===== src/rtl/rs422_frame_rx.sv =====
// rs422_frame_rx
// ---------------------------------------------------------------------------
// Frame receiver that sits behind a UART byte receiver. It hunts for a 0xAA
// header, then takes a LEN byte, LEN payload bytes and a CSUM byte. CSUM is
// the 8-bit wrapping sum of LEN and the payload. A good frame is held in a
// small buffer until the consumer has popped every byte with rd_en; while a
// frame is held, new bytes on the link are dropped.
//
// Optional feature macro: FRAME_TIMEOUT_EN
//   When defined, an inter-byte timeout of TIMEOUT_CYC clk cycles aborts a
//   partial frame with err_code 11. When undefined, no counter is built.
//
// Parameters
//   TIMEOUT_CYC  inter-byte timeout in clk cycles
//   MAX_LEN      largest accepted payload length (1..16)
//
// Ports
//   clk          byte-domain clock
//   rst          synchronous active-high reset
//   rx_data      received byte
//   rx_valid     one-cycle strobe qualifying rx_data
//   rd_en        pop one payload byte while a frame is held
//   rd_data      payload byte at the read pointer (combinational)
//   frame_ready  a checked frame is held in the buffer
//   frame_len    payload length of the held frame
//   frame_ok     one-cycle pulse, frame accepted
//   frame_err    one-cycle pulse, frame rejected
//   err_code     last error: 01 bad LEN, 10 checksum, 11 timeout
// ---------------------------------------------------------------------------
module rs422_frame_rx #(
    parameter int TIMEOUT_CYC = 1800,
    parameter int MAX_LEN     = 16
) (
    input  logic       clk,
    input  logic       rst,
    input  logic [7:0] rx_data,
    input  logic       rx_valid,
    input  logic       rd_en,
    output logic [7:0] rd_data,
    output logic       frame_ready,
    output logic [4:0] frame_len,
    output logic       frame_ok,
    output logic       frame_err,
    output logic [1:0] err_code
);

    typedef enum logic [2:0] {
        S_IDLE     = 3'd0,
        S_GET_LEN  = 3'd1,
        S_GET_PAY  = 3'd2,
        S_GET_CSUM = 3'd3,
        S_READY    = 3'd4
    } state_t;

    localparam logic [7:0] MAX_LEN_B = 8'(MAX_LEN);

    state_t     state;
    logic [7:0] pay_mem [0:15];
    logic [3:0] wr_ptr;
    logic [3:0] rd_ptr;
    logic [4:0] len;
    logic [7:0] sum;
    logic       len_ok;
    logic       tmo_hit;

    assign len_ok  = (rx_data != 8'd0) && (rx_data <= MAX_LEN_B);
    assign rd_data = pay_mem[rd_ptr];

`ifdef FRAME_TIMEOUT_EN
    localparam int CW = $clog2(TIMEOUT_CYC + 1);

    logic [CW-1:0] tmo_cnt;
    logic          in_frame;

    assign in_frame = (state == S_GET_LEN) || (state == S_GET_PAY) ||
                      (state == S_GET_CSUM);
    // A byte arriving in the expiry cycle wins over the timeout.
    assign tmo_hit  = in_frame && !rx_valid &&
                      (tmo_cnt == CW'(TIMEOUT_CYC - 1));

    // Inter-byte idle counter; only counts while a frame is being collected.
    always_ff @(posedge clk) begin
        if (rst) begin
            tmo_cnt <= '0;
        end else if (in_frame && !rx_valid && !tmo_hit) begin
            tmo_cnt <= tmo_cnt + CW'(1);
        end else begin
            tmo_cnt <= '0;
        end
    end
`else
    assign tmo_hit = 1'b0;
`endif

    // Payload buffer; deliberately not reset.
    always_ff @(posedge clk) begin
        if ((state == S_GET_PAY) && rx_valid) begin
            pay_mem[wr_ptr] <= rx_data;
        end
    end

    // Frame state machine with registered status outputs.
    always_ff @(posedge clk) begin
        if (rst) begin
            state       <= S_IDLE;
            wr_ptr      <= 4'd0;
            rd_ptr      <= 4'd0;
            len         <= 5'd0;
            sum         <= 8'd0;
            frame_ready <= 1'b0;
            frame_len   <= 5'd0;
            frame_ok    <= 1'b0;
            frame_err   <= 1'b0;
            err_code    <= 2'b00;
        end else begin
            frame_ok  <= 1'b0;
            frame_err <= 1'b0;
            case (state)
                S_IDLE: begin
                    if (rx_valid && (rx_data == 8'hAA)) begin
                        state <= S_GET_LEN;
                    end
                end
                S_GET_LEN: begin
                    if (rx_valid) begin
                        if (len_ok) begin
                            len    <= rx_data[4:0];
                            sum    <= rx_data;
                            wr_ptr <= 4'd0;
                            state  <= S_GET_PAY;
                        end else begin
                            frame_err <= 1'b1;
                            err_code  <= 2'b01;
                            state     <= S_IDLE;
                        end
                    end else if (tmo_hit) begin
                        frame_err <= 1'b1;
                        err_code  <= 2'b11;
                        state     <= S_IDLE;
                    end
                end
                S_GET_PAY: begin
                    if (rx_valid) begin
                        wr_ptr <= wr_ptr + 4'd1;
                        sum    <= sum + rx_data;
                        // len is 1..16, so len-1 always fits the 4-bit pointer.
                        if (wr_ptr == 4'(len - 5'd1)) begin
                            state <= S_GET_CSUM;
                        end
                    end else if (tmo_hit) begin
                        frame_err <= 1'b1;
                        err_code  <= 2'b11;
                        state     <= S_IDLE;
                    end
                end
                S_GET_CSUM: begin
                    if (rx_valid) begin
                        if (rx_data == sum) begin
                            frame_ok    <= 1'b1;
                            frame_ready <= 1'b1;
                            frame_len   <= len;
                            rd_ptr      <= 4'd0;
                            state       <= S_READY;
                        end else begin
                            frame_err <= 1'b1;
                            err_code  <= 2'b10;
                            state     <= S_IDLE;
                        end
                    end else if (tmo_hit) begin
                        frame_err <= 1'b1;
                        err_code  <= 2'b11;
                        state     <= S_IDLE;
                    end
                end
                S_READY: begin
                    // Incoming bytes are dropped here; only the reader moves us on.
                    if (rd_en) begin
                        rd_ptr <= rd_ptr + 4'd1;
                        if (rd_ptr == 4'(frame_len - 5'd1)) begin
                            frame_ready <= 1'b0;
                            state       <= S_IDLE;
                        end
                    end
                end
                default: begin
                    state <= S_IDLE;
                end
            endcase
        end
    end

endmodule


===== config.mk =====
export PLATFORM = sky130hd
export DESIGN_NAME = rs422_frame_rx
export DESIGN_NICKNAME = d
export VERILOG_FILES = /design/src/rtl/rs422_frame_rx.sv
export SDC_FILE = /design/constraint.sdc
export NUM_CORES = 1
export LEC_CHECK = 0
export CAP_MARGIN = 20
export CORE_UTILIZATION = 38
export DETAILED_ROUTE_END_ITERATION = 10
export PLACE_DENSITY = 0.51
export SETUP_SLACK_MARGIN = 0.15
export SLEW_MARGIN = 10
export SYNTH_ARGS = -nofsm -noshare
export SYNTH_HDL_FRONTEND = slang
export SYNTH_SLANG_ARGS = --single-unit

===== constraint.sdc =====
create_clock -name clk -period 3.94 [get_ports clk]
set_clock_uncertainty 0.05 [all_clocks]
set_input_delay 0.788 -clock clk [delete_from_list [all_inputs] [get_ports clk]]
set_output_delay 0.788 -clock clk [all_outputs]
set_load 0.005 [all_outputs]

==> summary.json, run 1 <==
{
  "cts_resized": 0,
  "final_hold_fails": 0,
  "cts.sinks": 166,
  "synth-async-reset-ratio_pct": 0,
  "total_power_mw": 3.48,
  "numPlacedInstances": 723,
  "n_fill_cell": 1617,
  "post-cts-setup-buffer-count": 0,
  "worstPathArrival_ns": 2.58,
  "worstSetupStartpointType": "register",
  "timing.critical_path.fanout_max": 32,
  "clk_pin_slew_worst_paths_ns": 0.06,
  "finalWorstSetupSlack_ns": 0.522,
  "vias_per_cell": 5.30,
  "first_global_vias": 4033,
  "totalWireLength_mm": 15.1,
  "power_density_over_cell_area_nw_per_um2": 420,
  "finalSetupViolCount": 0,
  "max-slew-margin-rel_pct": 51.9,
  "placement_rows": 49,
  "syn-instance-count": 449,
  "track_usage_pct": 17.4,
  "remaining_antenna_violation_count": 0,
  "overflow": 0,
  "dr_total_vias": 4003,
  "core_um2": 18000,
  "numCtsBuffers": 17,
  "floorplan.die.height_um": 138,
  "timing.hold.ws_ns": 0.417,
  "finalCritPeriodShare_pct": 86.8,
  "worst_skew_pair.late_latency_ns": 0.42,
  "fp.dieW_um": 138,
  "dp_hpwl_mm": 10.6,
  "num_antenna_cells": 0,
  "unrepaired_setup_endpoints_after_global_routing": "false",
  "synth_fp_nets": 476,
  "initial_core_util_pct": 38.8,
  "yosys_warnings": 0,
  "finalNonFillerCells": 755,
  "final_replace_weighted_congestion": 0.781,
  "remaining_drc_errors": 0,
  "critical_path.endpoint_type": "primary output",
  "synth.ff_latch_count": 166,
  "synth_top_cells_by_count": "sky130_fd_sc_hd__edfxtp_1 (128), sky130_fd_sc_hd__mux4_2 (40), sky130_fd_sc_hd__dfxtp_1 (38), sky130_fd_sc_hd__nor2_1 (37), sky130_fd_sc_hd__nand2_1 (33)",
  "layout-drive-gt1-share_pct": 21.1,
  "cell_area_after_synthesis_um2": 6990,
  "pre_cts_slack_ns": 0.306,
  "synth_sequential_area_ratio_pct": 65.9,
  "finalInstanceArea_um2": 8290,
  "synth_top_flop_cell": "sky130_fd_sc_hd__edfxtp_1",
  "multi_input_comb_area_um2": 2240,
  "worstHoldPathType": "register to register",
  "post_dp_cell_area_um2": 7750,
  "final_nets": 540,
  "finalSetupTns_ns": 0,
  "clock_h_tree_levels": 4,
  "synth_top_cell_area_share_pct": 55.0,
  "die-area_um2": 18900,
  "area_delta_synth_final_pct": 18.6,
  "io_pins": 30,
  "antenna_found_initial": 0,
  "synth_area_per_cell_um2": 15.6,
  "initial_detailed_routing_violation_count": 304,
  "critPathRequiredTime_ns": 3.10,
  "max-cap-violations": 0,
  "final.min_clock_period_ns": 3.42,
  "utilization_after_layout_pct": 46.0,
  "register_area_um2": 4610,
  "tritoncts": "yes",
  "tightest_slew_ns": 0.720,
  "port-buffer-count": 29,
  "number_of_flops_mapped_to_enable_cells_by_yosys": 128,
  "synthDominantAreaCellType": "sky130_fd_sc_hd__edfxtp_1",
  "clock.fmax_mhz": 293,
  "cts_hold_buffers": 0,
  "ctsRootBufferMaster": "sky130_fd_sc_hd__clkbuf_16",
  "grt_max_degree": 33,
  "setup.worst_path.class": "register to primary output",
  "yosys.cell_types.count": 54,
  "clock_path_buffers": 2,
  "synth.area.top_cells": "sky130_fd_sc_hd__edfxtp_1 (55%), sky130_fd_sc_hd__mux4_2 (13%), sky130_fd_sc_hd__dfxtp_1 (11%)",
  "status": "finished, final reports clean",
  "yosys.cell_count.top_type": "sky130_fd_sc_hd__edfxtp_1",
  "power.leakage_nw": 2.65,
  "grt_first_pass_wirelength_mm": 23.2,
  "detailedRoute.firstPassIterationCount": 5,
  "routedWlPerCell_um": 20.0,
  "drv_slew": 0,
  "vdd.ir_drop.worst_v": 0.000303
}
layer usage:
layer	track usage, %	up-vias	share of wire [%]
met5	0	-	0
met1	22.3	2046	45
met4	6.72	0	1.4
li1	-	1864	-
met3	3.46	16	3.6
met2	29.0	77	50
logic make-up (layout without fill, tap and decap cells):
| logic type | Yosys count | in the layout | synth area share (%) |
|---|---|---|---|
| AOI/OAI and AO/OA | 46 | 46 | 4.26 |
| DFF | 166 | 166 | 65.9 |
| xor gates and xnor gates | 18 | 18 | 2.26 |
| muxes | 46 | 46 | 13.8 |
| adders and majority gates | 15 | 15 | 2.79 |
| and+or+nand+nor | 126 | 126 | 8.95 |
| buffers and inverters | 32 | 109 | 2.11 |
critical path, stage by stage (launching register included):
cell	delay [ns]
sky130_fd_sc_hd__dfxtp_2	0.34
sky130_fd_sc_hd__buf_12	0.26
sky130_fd_sc_hd__mux4_2	0.57
sky130_fd_sc_hd__mux4_2	0.48
sky130_fd_sc_hd__clkdlybuf4s50_1	0.47
sequential cells by signal (all words and copies together) (netlist names), named ones only:
register	count
wr_ptr	4
rd_ptr	4
frame_ready	1
frame_len	5
pay_mem	128
err_code	2
frame_ok	1
len	5
state	3
frame_err	1
sum	8
report_power, final:
group	leakage (nW)	internal [mW]	switching, mW
clock network	0.252	0.863	0.660
registers	1.46	1.88	0.000308
logic	0.937	0.0261	0.0476
total	2.65	2.77	0.708
layout by cell type (no fill, tap or decap), types with 4 or more instances in the layout:
cell type / Yosys / routed
sky130_fd_sc_hd__edfxtp_1: 128 / 128
sky130_fd_sc_hd__mux4_2: 40 / 40
sky130_fd_sc_hd__nor2_1: 37 / 37
sky130_fd_sc_hd__dfxtp_1: 38 / 37
sky130_fd_sc_hd__buf_4: 1 / 35
sky130_fd_sc_hd__nand2_1: 33 / 33
sky130_fd_sc_hd__clkdlybuf4s50_1: 0 / 29
sky130_fd_sc_hd__clkbuf_16: 0 / 17
sky130_fd_sc_hd__nor3_1: 15 / 15
sky130_fd_sc_hd__a21oi_1: 15 / 15
sky130_fd_sc_hd__ha_1: 14 / 14
sky130_fd_sc_hd__inv_1: 12 / 12
sky130_fd_sc_hd__xnor2_1: 12 / 12
sky130_fd_sc_hd__nand3_1: 8 / 8
sky130_fd_sc_hd__o21ai_0: 8 / 8
sky130_fd_sc_hd__xor2_1: 6 / 6
sky130_fd_sc_hd__mux2i_1: 5 / 5
sky130_fd_sc_hd__a211oi_1: 4 / 4
sky130_fd_sc_hd__or3_1: 4 / 4
sky130_fd_sc_hd__clkinvlp_4: 0 / 4
final timing paths:
check	startpoint	endpoint	slack (ns)	cells after the start
setup / recovery	register	rd_data[2]	0.52	4
hold / removal	frame_len[4]$_SDFFE_PP0P_	frame_len[4]$_SDFFE_PP0P_	0.42	2
setup reg to reg	state[1]$_SDFFE_PP0P_	pay_mem[9][0]$_DFFE_PP_	1.34	5
hold reg to reg	frame_len[4]$_SDFFE_PP0P_	frame_len[4]$_SDFFE_PP0P_	0.42	2
cell type report:
class / instances / area share [%]
Multi-Input combinational cell: 251 / 27.0
Clock buffer: 19 / 5.22
Tap cell: 229 / 3.46
Inverter: 12 / 0.543
Sequential cell: 166 / 55.6
Clock inverter: 13 / 1.30
Timing Repair Buffer: 65 / 6.91
Note: power is estimated with default switching activity, not from simulation.
==> run 2: changes to the inputs <==
==> constraint.sdc (replaced) <==
create_clock -name clk -period 3.94 [get_ports clk]
set_clock_uncertainty 0.05 [all_clocks]
set_input_delay 0.394 -clock clk [delete_from_list [all_inputs] [get_ports clk]]
set_output_delay 0.394 -clock clk [all_outputs]
set_load 0.005 [all_outputs]
==> run 2 against run 1 <==
Net effect:
- critical path depth stayed put
- largest power group unchanged
- worst setup slack improved by 0.34 ns
- routed wire length rose by 2.7%
- count of clock-buffer cells in the layout shrank 2
- non-clock buffer count is 7 lower
- clock power grew 7%
- via count about the same
==> summary.json, run 2 (synthesis results as in run 1) <==
{
  "timing.critical_path.fanout_max": 32,
  "remaining_drc_errors": 0,
  "cts.sinks": 166,
  "cts_hold_buffers": 0,
  "layout_commonest_cell": "sky130_fd_sc_hd__edfxtp_1",
  "antenna_found_initial": 0,
  "post-cts-setup-buffer-count": 0,
  "dp_hpwl_mm": 10.6,
  "worst_path_dominant_cell_family": "multiplexers",
  "crit_path_top_delay_cell": "sky130_fd_sc_hd__mux4_2",
  "finalSetupViolCount": 0,
  "setup.worst_path.class": "register to primary output",
  "worstSetupStartpointType": "register",
  "placement_rows": 49,
  "core_um2": 18000,
  "worstHoldPathType": "register to register",
  "max-cap-violations": 0,
  "final_nets": 533,
  "grt_max_degree": 33,
  "clock.fmax_mhz": 325,
  "clock_h_tree_levels": 4,
  "worst_reg2reg_path_depth": 5,
  "die-area_um2": 18900,
  "unrepaired_setup_endpoints_after_global_routing": "false",
  "layout-drive-gt1-share_pct": 20.6,
  "crit_path_cell_trace": "buf_12, mux4_2, mux4_2, clkdlybuf4s50_1",
  "floorplan.die.height_um": 138,
  "final_hold_fails": 0,
  "min_path_cells": 2,
  "status": "finished, final reports clean",
  "num_antenna_cells": 0,
  "power_density_over_cell_area_nw_per_um2": 431,
  "critical_path_buf_inv_count": 2,
  "first_global_vias": 4012,
  "vias_per_cell": 5.36,
  "power.leakage_nw": 2.63,
  "cts_resized": 0,
  "ctsRootBufferMaster": "sky130_fd_sc_hd__clkbuf_16",
  "timing.critical_path.mode_cell": "sky130_fd_sc_hd__mux4_2",
  "tritoncts": "yes",
  "area_delta_synth_final_pct": 18.4,
  "critical_path.endpoint_type": "primary output",
  "finalSetupTns_ns": 0,
  "drv_slew": 0,
  "largest_register_ffs": 128,
  "registers.top_by_ff_count": "pay_mem",
  "overflow": 0,
  "detailedRoute.firstPassIterationCount": 4,
  "numCtsBuffers": 17,
  "finalCritPeriodShare_pct": 78.2,
  "fp.dieW_um": 138,
  "dr_total_vias": 4007,
  "finalWorstSetupSlack_ns": 0.858,
  "port-buffer-count": 29,
  "worst_skew_pair.late_latency_ns": 0.43,
  "vdd.ir_drop.worst_v": 0.000322,
  "layout.cells.most_common_list": "sky130_fd_sc_hd__edfxtp_1 (128), sky130_fd_sc_hd__mux4_2 (40), sky130_fd_sc_hd__nor2_1 (37), sky130_fd_sc_hd__dfxtp_1 (37), sky130_fd_sc_hd__nand2_1 (33)",
  "critPathRequiredTime_ns": 3.50,
  "clk_pin_slew_worst_paths_ns": 0.06,
  "rrSetupSlack_ns": 1.16,
  "critPathMaxStageDelay_ns": 0.60,
  "max-slew-margin-rel_pct": 41.6,
  "clock_path_buffers": 2,
  "final_replace_weighted_congestion": 0.796,
  "routedWlPerCell_um": 20.8,
  "pre_cts_slack_ns": 0.486,
  "track_usage_pct": 17.8,
  "io_pins": 30,
  "biggestRegsByFlops": "pay_mem: 128 flops, sum: 8 flops",
  "tightest_slew_ns": 0.874,
  "remaining_antenna_violation_count": 0,
  "initial_detailed_routing_violation_count": 291,
  "worstPathArrival_ns": 2.64,
  "critical_path_depth": 4,
  "grt_first_pass_wirelength_mm": 23.6,
  "totalWireLength_mm": 15.5,
  "initial_core_util_pct": 38.8,
  "final.min_clock_period_ns": 3.08
}
[run 2: worst reg2reg max path: cells and delay by family (launching register included)]
family | cells | cell delay (ns)
buffers and inverters | 1 | 0.27
DFF | 1 | 0.54
and+or+nand+nor | 4 | 1.62
[run 2: final cells by class]
class                   instances  area, um^2
multi-input cells             251        2240
inverters                      12        45.0
repair buffers                 58         520
well taps                     229         287
clock buffers                  17         425
flip-flops and latches        166        4610
fillers                      1625        9750
clock inverters                15         155
[run 2: power by group]
part / leakage, nW / switching (mW) / internal, mW
clock: 0.272 / 0.683 / 0.934
sequential: 1.46 / 0.000311 / 1.88
combinational: 0.901 / 0.0477 / 0.0237
total: 2.63 / 0.731 / 2.84
[run 2: routing by layer]
metal  up-vias  part of all wire [%]  global-route usage, %  routed length, um
met5         -                     0                      0                  0
met4         0                   1.3                   6.96                208
met3        17                   4.9                   3.72                756
met2        81                    49                   28.1               7620
met1      2049                    45                   24.1               6950
li1       1860                     -                      -                  -
[run 2: through the flow]
step                      instance area, um^2  util, %  power, mW  std cells  hold slack (ns)
after floorplan                          6990        -       1.94        449            0.386
after global placement                   7700     42.7       1.99        716            0.398
after detailed placement                 7700     42.7       1.99        716            0.409
after CTS                                8280     45.9       3.61        748            0.418
after global routing                     8280     45.9       3.68        748            0.430
final                                    8280     45.9       3.57        748            0.414
[run 2: path summary, 6_finish.rpt]
kind / from / endpoint
max: register / rd_data[3]
min reg2reg: frame_len[4]$_SDFFE_PP0P_ / frame_len[4]$_SDFFE_PP0P_
max reg2reg: state[1]$_SDFFE_PP0P_ / pay_mem[15][0]$_DFFE_PP_
min: frame_len[4]$_SDFFE_PP0P_ / frame_len[4]$_SDFFE_PP0P_
==> run 3: changes to the inputs <==
Settings changed: PLACE_DENSITY 0.51 to 0.53.
Clock period 3.94 ns to 2.74 ns, I/O delays scaled along.
==> run 3 against run 2 <==
Net effect:
- flip-flop and latch count did not move
- hold slack improved by 0.0071 ns
- worst setup slack got worse by 0.71 ns
- total power rose by 52%
- critical endpoint is now rd_data[6]
- largest cell class unchanged
- largest power group unchanged
- highest routed layer unchanged
==> summary.json, run 3 (synthesis results as in run 1) <==
{
  "rrSetupSlack_ns": 0.44,
  "clock_path_buffers": 2,
  "area_delta_synth_final_pct": 22.5,
  "routedWlPerCell_um": 21.0,
  "registers.top_by_ff_count": "pay_mem",
  "core_um2": 18000,
  "vias_per_cell": 5.29,
  "internal_power_mw": 4.38,
  "dp_hpwl_mm": 10.3,
  "worst_path_dominant_cell_family": "multiplexers",
  "initial_detailed_routing_violation_count": 324,
  "numCtsBuffers": 17,
  "worst_skew_pair.late_latency_ns": 0.42,
  "setup.worst_path.class": "register to primary output",
  "grt_max_degree": 33,
  "reg2reg_to": "state[2]$_SDFFE_PP0P_",
  "num_antenna_cells": 0,
  "endpoint": "rd_data[6]",
  "detailedRoute.firstPassIterationCount": 5,
  "largest_register_ffs": 128,
  "tritoncts": "yes",
  "track_usage_pct": 18.5,
  "finalNonFillerCells": 768,
  "clk_pin_slew_worst_paths_ns": 0.07,
  "unrepaired_setup_endpoints_after_global_routing": "true",
  "final_nets": 553,
  "power_density_over_cell_area_nw_per_um2": 634,
  "drv_slew": 0,
  "crit_path_top_delay_cell": "sky130_fd_sc_hd__mux4_2",
  "worstSetupStartpointType": "register",
  "timing.critical_path.mode_cell": "sky130_fd_sc_hd__mux4_2",
  "first_global_vias": 4107,
  "critPathRequiredTime_ns": 2.42,
  "overflow": 0,
  "dr_total_vias": 4059,
  "critPathMaxStageDelay_ns": 0.56,
  "post_dp_cell_area_um2": 7810,
  "placement_rows": 49,
  "timing.rr.start": "sum[6]$_SDFFE_PP0P_",
  "switching_share_pct": 19.4,
  "power.leakage_nw": 2.80,
  "final.min_clock_period_ns": 2.59,
  "critical_path.endpoint_type": "primary output",
  "io_pins": 30,
  "port-buffer-count": 29,
  "cts_hold_buffers": 0,
  "timing.critical_path.fanout_max": 8,
  "timing.hold.ws_ns": 0.421,
  "finalCritPeriodShare_pct": 94.6,
  "final_replace_weighted_congestion": 0.833,
  "layout.cells.most_common_list": "sky130_fd_sc_hd__edfxtp_1 (128), sky130_fd_sc_hd__buf_4 (41), sky130_fd_sc_hd__mux4_2 (40), sky130_fd_sc_hd__nor2_1 (37), sky130_fd_sc_hd__dfxtp_1 (37)",
  "final_hold_fails": 0,
  "cts.sinks": 166,
  "clock_h_tree_levels": 4,
  "worstPathArrival_ns": 2.27,
  "tightest_slew_ns": 0.681,
  "floorplan.die.height_um": 138,
  "total_power_mw": 5.43,
  "p_sw_mw": 1.06,
  "power.clock.fraction_pct": 48.0,
  "layout-drive-gt1-share_pct": 25.0,
  "layout_commonest_cell": "sky130_fd_sc_hd__edfxtp_1",
  "comb_power_share_pct": 2.2,
  "ctsRootBufferMaster": "sky130_fd_sc_hd__clkbuf_16",
  "finalSetupViolCount": 0,
  "status": "finished, final reports clean",
  "worstHoldPathType": "register to register",
  "portion_of_total_power_attributed_to_sequential_cells_pct": 49.8,
  "totalWireLength_mm": 16.1,
  "numPlacedInstances": 730,
  "crit_path_cell_trace": "buf_6, buf_12, mux4_2, mux4_2, buf_2",
  "remaining_antenna_violation_count": 0,
  "antenna_found_initial": 0,
  "clock.fmax_mhz": 386,
  "vdd.ir_drop.worst_v": 0.000410,
  "finalSetupTns_ns": 0,
  "max-cap-violations": 0,
  "die-area_um2": 18900,
  "biggestRegsByFlops": "pay_mem: 128 flops, sum: 8 flops",
  "worst_reg2reg_path_depth": 6,
  "fp.dieW_um": 138,
  "critical_path_buf_inv_count": 3,
  "finalInstanceArea_um2": 8560,
  "max-slew-margin-rel_pct": 54.4,
  "grt_first_pass_wirelength_mm": 24.6,
  "initial_core_util_pct": 38.8,
  "remaining_drc_errors": 0,
  "critical_path_depth": 5
}
run 3: cell types whose count changed in the layout (fill, tap and decap cells not counted), sizes merged:
cell           previous run  this run
buf                      29        57
bufinv                    2         5
clkbuf                   17        18
clkdlybuf4s50            29        21
clkinv                    7         5
clkinvlp                  4         1
inv                      14        15
run 3: power by group through the flow:
stage	Sequential [mW]	Combinational, mW	Clock, mW
4_1_cts	2.70	0.121	2.66
6_report	2.70	0.118	2.61
5_1_grt	2.70	0.130	2.76
3_5_place_dp	2.76	0.120	0
3_3_place_gp	2.76	0.118	0
2_1_floorplan	2.76	0.0302	0
run 3: metal layers:
layer | wire, um | GRT usage [%] | up-vias
li1 | - | - | 1899
met1 | 6920 | 24.7 | 2061
met2 | 8240 | 30.0 | 95
met3 | 897 | 4.49 | 4
met4 | 49 | 5.31 | 0
met5 | 0 | 0 | -
run 3: what timing repair did:
action,CTS,global route
gates resized for setup,37,0
setup endpoints to repair,8,8
cloned,3,0
setup buffers,3,0
endpoints found under the hold margin,0,0
run 3: worst min-delay path by stage:
stage,from,endpoint,cells after the start
2_1_floorplan,rx_data[0],pay_mem[0][0]$_DFFE_PP_,0
3_3_place_gp,frame_len[4]$_SDFFE_PP0P_,frame_len[4]$_SDFFE_PP0P_,2
3_5_place_dp,frame_len[4]$_SDFFE_PP0P_,frame_len[4]$_SDFFE_PP0P_,2
4_1_cts,frame_len[4]$_SDFFE_PP0P_,frame_len[4]$_SDFFE_PP0P_,2
5_1_grt,frame_len[4]$_SDFFE_PP0P_,frame_len[4]$_SDFFE_PP0P_,2
6_report,frame_len[4]$_SDFFE_PP0P_,frame_len[4]$_SDFFE_PP0P_,2
run 3: tightest hold or removal path, cell delays in order (launching register included):
cell and delay (ns):
sky130_fd_sc_hd__dfxtp_1 0.32, sky130_fd_sc_hd__nand2_1 0.06, sky130_fd_sc_hd__a21oi_1 0.05
run 3: per-stage QoR:
step / setup slack [ns] / util (%)
detailed placement: -0.124 / 43.4
CTS: 0.115 / 47.5
global placement: -0.103 / 43.4
floorplan: 0.543 / -
global route: 0.0608 / 47.5
finish: 0.149 / 47.5
run 3: cell type report:
cell class / count / area (um^2)
Sequential cell: 166 / 4610
Multi-Input combinational cell: 251 / 2240
Clock inverter: 14 / 223
Timing Repair Buffer: 78 / 732
Inverter: 12 / 45.0
Clock buffer: 18 / 429
Fill cell: 1599 / 9460
Tap cell: 229 / 287
